## config.mk

```make
export PLATFORM = sky130hd
export DESIGN_NAME = vector_mac_pipe
export DESIGN_NICKNAME = d
export VERILOG_FILES = /design/src/rtl/vector_mac_pipe.sv
export SDC_FILE = /design/constraint.sdc
export NUM_CORES = 2
export LEC_CHECK = 0
export CORE_UTILIZATION = 65
export DETAILED_ROUTE_END_ITERATION = 6
export PLACE_DENSITY = 0.93
export SYNTH_ARGS = -nofsm -noshare
export SYNTH_HDL_FRONTEND = slang
export SYNTH_SLANG_ARGS = --single-unit
```

## constraint.sdc

```tcl
create_clock -name clk -period 25.5 [get_ports clk]
set_input_delay 7.65 -clock clk [delete_from_list [all_inputs] [get_ports clk]]
set_output_delay 7.65 -clock clk [all_outputs]
set_load 0.02 [all_outputs]
```

## src/rtl/vector_mac_pipe.sv

```systemverilog
// Pipelined signed fixed-point dot product with multi-beat accumulation.
// Define VECTOR_MAC_SAT_EN for saturating arithmetic instead of wrapping.
module vector_mac_pipe #(
    parameter int DATA_W = 16,
    parameter int FRAC   = 12,
    parameter int LEN    = 3
) (
    input  logic                  clk,
    input  logic                  rst,
    input  logic                  in_valid,
    output logic                  in_ready,
    input  logic [LEN*DATA_W-1:0] in_a,
    input  logic [LEN*DATA_W-1:0] in_b,
    input  logic                  in_first,
    input  logic                  in_last,
    output logic                  out_valid,
    input  logic                  out_ready,
    output logic [DATA_W-1:0]     out_data
);
    localparam int PW = 2 * DATA_W;

    logic                     adv;
    logic signed [PW-1:0]     prod    [LEN];
    logic signed [DATA_W-1:0] lane    [LEN];
    logic signed [DATA_W-1:0] s1_lane [LEN];
    logic                     s1_valid;
    logic                     s1_first;
    logic                     s1_last;
    logic signed [DATA_W-1:0] sum;
    logic signed [DATA_W-1:0] s2_sum;
    logic                     s2_valid;
    logic                     s2_first;
    logic                     s2_last;
    logic signed [DATA_W-1:0] acc;
    logic signed [DATA_W-1:0] base;
    logic signed [DATA_W-1:0] nxt;

    assign adv      = !out_valid || out_ready;
    assign in_ready = adv;

`ifdef VECTOR_MAC_SAT_EN
    localparam int SW = DATA_W + $clog2(LEN) + 1;
    localparam int HW = PW - FRAC - DATA_W + 1;
    localparam logic signed [SW-1:0] MAX_W =
        {{(SW-DATA_W+1){1'b0}}, {(DATA_W-1){1'b1}}};
    localparam logic signed [SW-1:0] MIN_W =
        {{(SW-DATA_W+1){1'b1}}, {(DATA_W-1){1'b0}}};
    localparam logic signed [DATA_W-1:0] MAX_D = {1'b0, {(DATA_W-1){1'b1}}};
    localparam logic signed [DATA_W-1:0] MIN_D = {1'b1, {(DATA_W-1){1'b0}}};

    function automatic logic signed [DATA_W-1:0] clamp(
        input logic signed [SW-1:0] v
    );
        if (v > MAX_W) return MAX_D;
        if (v < MIN_W) return MIN_D;
        return DATA_W'(v);
    endfunction

    logic signed [SW-1:0] sum_w;
`endif

    // Lane multiply; the shift floors toward -inf before narrowing.
    always_comb begin
        for (int i = 0; i < LEN; i++) begin
            prod[i] = PW'($signed(in_a[i*DATA_W +: DATA_W]))
                    * PW'($signed(in_b[i*DATA_W +: DATA_W]));
`ifdef VECTOR_MAC_SAT_EN
            if (prod[i][PW-1 -: HW] == {HW{prod[i][PW-1]}})
                lane[i] = DATA_W'(prod[i] >>> FRAC);
            else
                lane[i] = prod[i][PW-1] ? MIN_D : MAX_D;
`else
            lane[i] = DATA_W'(prod[i] >>> FRAC);
`endif
        end
    end

`ifdef VECTOR_MAC_SAT_EN
    always_comb begin
        sum_w = '0;
        for (int i = 0; i < LEN; i++)
            sum_w = sum_w + SW'(s1_lane[i]);
        sum = clamp(sum_w);
    end
`else
    always_comb begin
        sum = '0;
        for (int i = 0; i < LEN; i++)
            sum = sum + s1_lane[i];
    end
`endif

    assign base = s2_first ? '0 : acc;

`ifdef VECTOR_MAC_SAT_EN
    assign nxt = clamp(SW'(base) + SW'(s2_sum));
`else
    assign nxt = base + s2_sum;
`endif

    // Whole pipeline advances together; a held result freezes every stage.
    always_ff @(posedge clk) begin
        if (rst) begin
            s1_valid  <= 1'b0;
            s1_first  <= 1'b0;
            s1_last   <= 1'b0;
            for (int i = 0; i < LEN; i++)
                s1_lane[i] <= '0;
            s2_valid  <= 1'b0;
            s2_first  <= 1'b0;
            s2_last   <= 1'b0;
            s2_sum    <= '0;
            acc       <= '0;
            out_valid <= 1'b0;
            out_data  <= '0;
        end else if (adv) begin
            s1_valid <= in_valid;
            s1_first <= in_first;
            s1_last  <= in_last;
            for (int i = 0; i < LEN; i++)
                s1_lane[i] <= lane[i];
            s2_valid  <= s1_valid;
            s2_first  <= s1_first;
            s2_last   <= s1_last;
            s2_sum    <= sum;
            out_valid <= s2_valid && s2_last;
            if (s2_valid) begin
                if (s2_last) begin
                    out_data <= nxt;
                    acc      <= '0;
                end else begin
                    acc <= nxt;
                end
            end
        end
    end

endmodule

```

==> reports/results.ini <==
[clock_tree]
root_buffer_master=sky130_fd_sc_hd__clkbuf_16
cts-root-to-sink-buffers=2
cts_setup_buffers=0
number_of_levels_the_h_tree_was_split_into=3
cts.clk_slew.worst_paths_ns=0.07
tritoncts.num_buffers=9
cts_num_sinks=103
clock_latency_ns=0.36
postCtsResizedCells=0
cts_hold_buffers_added=0
cts_tree=built

[yosys]
ys_types=66
number_of_synthesized_flops_with_an_enable_pin=48
ys_top_cells_by_area=sky130_fd_sc_hd__fa_1, sky130_fd_sc_hd__ha_1, sky130_fd_sc_hd__inv_1
postSynthAreaPerCell_sq_um=9.163
synth_top_cell_area_share_pct=45.73
cell_accounting_for_the_most_synthesized_area=sky130_fd_sc_hd__fa_1
async_reset_ff_share_pct=0
post_synth_instance_area_sq_um=30690
postSynthCellCount=3349
synth_sequential_area_ratio_pct=8.285
ys.flop_type=sky130_fd_sc_hd__dfxtp_1
syn_nets=4403
synth.ff_latch_count=103
synth-warning-count=0

[final_layout]
ant_diodes=0
mostFrequentLayoutCells=sky130_fd_sc_hd__inv_1, sky130_fd_sc_hd__fa_1, sky130_fd_sc_hd__nand2_1, sky130_fd_sc_hd__and2_1, sky130_fd_sc_hd__ha_1
net_count_reported_at_finish=4422
drive_gt1_share_pct=1.127
layout.cells.most_common=sky130_fd_sc_hd__inv_1
synthToLayoutAreaGrowth_pct=6.088

[critical_path]
crit_path_end_kind=output port
required_arrival_time_at_the_worst_endpoint_ns=17.85
crit_arrival_ns=9.40
cp-start-kind=input port
setup.worst_path.class=input port to output port
worst-path-max-fanout=28

[global_routing]
antenna_found_initial=0
grt_pass1_wl_um=116800
pin_count_of_the_biggest_net_entering_global_routing=61
first_global_vias=24770
globalRouteOverflowTotal=0
grt.total_usage_pct=30.77

[route]
post_drt_wl_per_cell_um=17.37
ant_nets=0
drc_violation_count_after_routing=0
vias=22480
drt_pass1_iterations=6
drt-initial-drc-count=1693
wirelength_routed_um=69150
avgViaCountPerCell=5.647

[sta]
max_slew.worst_pin.slew_ns=1.171
final_hold_vio_count=0
period_minus_slack_ns=17.05
layout_worst_path_cycle_share_pct=66.86
endpoints_failing_setup=0
final.setup.tns_ns=0
worst_slew_margin_relative_to_its_limit_pct=21.95
rsz0062_at_grt=no
number_of_pins_with_negative_max_slew_slack_in_the_final_report=0
max_freq_mhz=58.65
fin_skew_ns=0.009943

[floorplan]
boundaryPins=120
rows=79
die_width_um=219.3
core_area_sq_um=46560
floorplan.die.height_um=219.3
starting_utilization_of_the_core_area_pct=65.91
total_die_area_sq_um=48080

[placement]
post_detail_place_hpwl_um=56110
port_buffers=119
place.gp.congestion=0.8907

[min_path]
min-delay-path-class=flip-flop to flip-flop

[outcome]
status=finished clean

[flow_run]
maxCapViolations=0

## logic make-up after synthesis
| kind of cell | Yosys count | share of synthesized area (%) |
|---|---|---|
| buffers and inverters | 949 | 11.61 |
| XOR/XNOR | 114 | 3.254 |
| AO/OA/AOI/OAI | 211 | 4.673 |
| AND/OR/NAND/NOR | 1018 | 16.15 |
| adder cells (fa/ha/maj) | 952 | 55.97 |
| multiplexers | 2 | 0.06524 |
| flip-flops | 103 | 8.285 |
## area by class of cell
type / count / area [sq um]
flip-flops and latches: 103 / 2542
well taps: 607 / 759.5
multi-input cells: 2297 / 24590
clock inverters: 7 / 91.34
fillers: 3179 / 14000
inverters: 834 / 3131
repair buffers: 123 / 1216
clock buffers: 9 / 225.2
## sequential cells by signal, indices dropped and copies added (netlist names)
| name | count |
|---|---|
| s1_lane | 48 |
| s2_sum | 16 |
| out_data | 16 |
| s2_valid | 1 |
| s2_first | 1 |
| acc | 16 |
| s2_last | 1 |
| s1_first | 1 |
| s1_valid | 1 |
| out_valid | 1 |
| s1_last | 1 |
## synthesized netlist by cell type, types with 4 or more instances
cell type and number:
sky130_fd_sc_hd__nor2b_1 23, sky130_fd_sc_hd__nor2_1 96, sky130_fd_sc_hd__o211ai_1 4, sky130_fd_sc_hd__nor3b_1 5, sky130_fd_sc_hd__a21o_1 14, sky130_fd_sc_hd__a2111oi_0 4
sky130_fd_sc_hd__a21oi_1 80, sky130_fd_sc_hd__o21a_1 12, sky130_fd_sc_hd__nand2_1 455, sky130_fd_sc_hd__and2_1 341, sky130_fd_sc_hd__clkbuf_1 113, sky130_fd_sc_hd__nand2b_1 21
sky130_fd_sc_hd__xor2_1 26, sky130_fd_sc_hd__a31oi_1 5, sky130_fd_sc_hd__nand3_1 15, sky130_fd_sc_hd__fa_1 701, sky130_fd_sc_hd__o21bai_1 7, sky130_fd_sc_hd__ha_1 251
sky130_fd_sc_hd__dfxtp_1 55, sky130_fd_sc_hd__a211oi_1 15, sky130_fd_sc_hd__o21ai_0 23, sky130_fd_sc_hd__a22oi_1 11, sky130_fd_sc_hd__xnor2_1 88, sky130_fd_sc_hd__nor3_1 32
sky130_fd_sc_hd__inv_1 830, sky130_fd_sc_hd__edfxtp_1 48, sky130_fd_sc_hd__and3_1 7, sky130_fd_sc_hd__or3_1 9, sky130_fd_sc_hd__nand4_1 4
## through the flow
step | hold slack (ns) | worst slack (ns) | cells | instance area (sq um) | utilization, %
floorplan | 0.4273 | 9.429 | 3349 | 30690 | -
finish | 0.4531 | 8.450 | 3980 | 32560 | 69.93
global route | 0.4766 | 8.409 | 3980 | 32560 | 69.93
global placement | 0.4357 | 8.480 | 3964 | 32240 | 69.25
CTS | 0.4573 | 8.463 | 3980 | 32560 | 69.93
detailed placement | 0.4459 | 8.471 | 3964 | 32240 | 69.25
## per-layer routing
layer	GRT usage [%]	part of all wire, %
met5	0	0
met4	14.17	4.4
met3	3.992	6.9
met2	54.50	52
met1	37.26	37
## worst paths after layout
check / startpoint / endpoint / slack (ns) / cells after the start
worst max-delay path: out_ready / in_ready / 8.45 / 6
worst max register to register: s2_first / acc[13] / 21.90 / 11
worst min register to register: out_data[1] / out_data[1] / 0.45 / 2
worst min-delay path: out_data[1] / out_data[1] / 0.45 / 2
## critical path: stages
cell                              delay (ns)
sky130_fd_sc_hd__clkdlybuf4s50_1        0.47
sky130_fd_sc_hd__nor2b_2                0.04
sky130_fd_sc_hd__buf_4                  0.21
sky130_fd_sc_hd__clkinv_1               0.07
sky130_fd_sc_hd__buf_4                  0.28
sky130_fd_sc_hd__clkdlybuf4s50_1        0.67
Power is not shown: default switching activity piles up to over one toggle a cycle in this logic, so the estimate is an artifact.
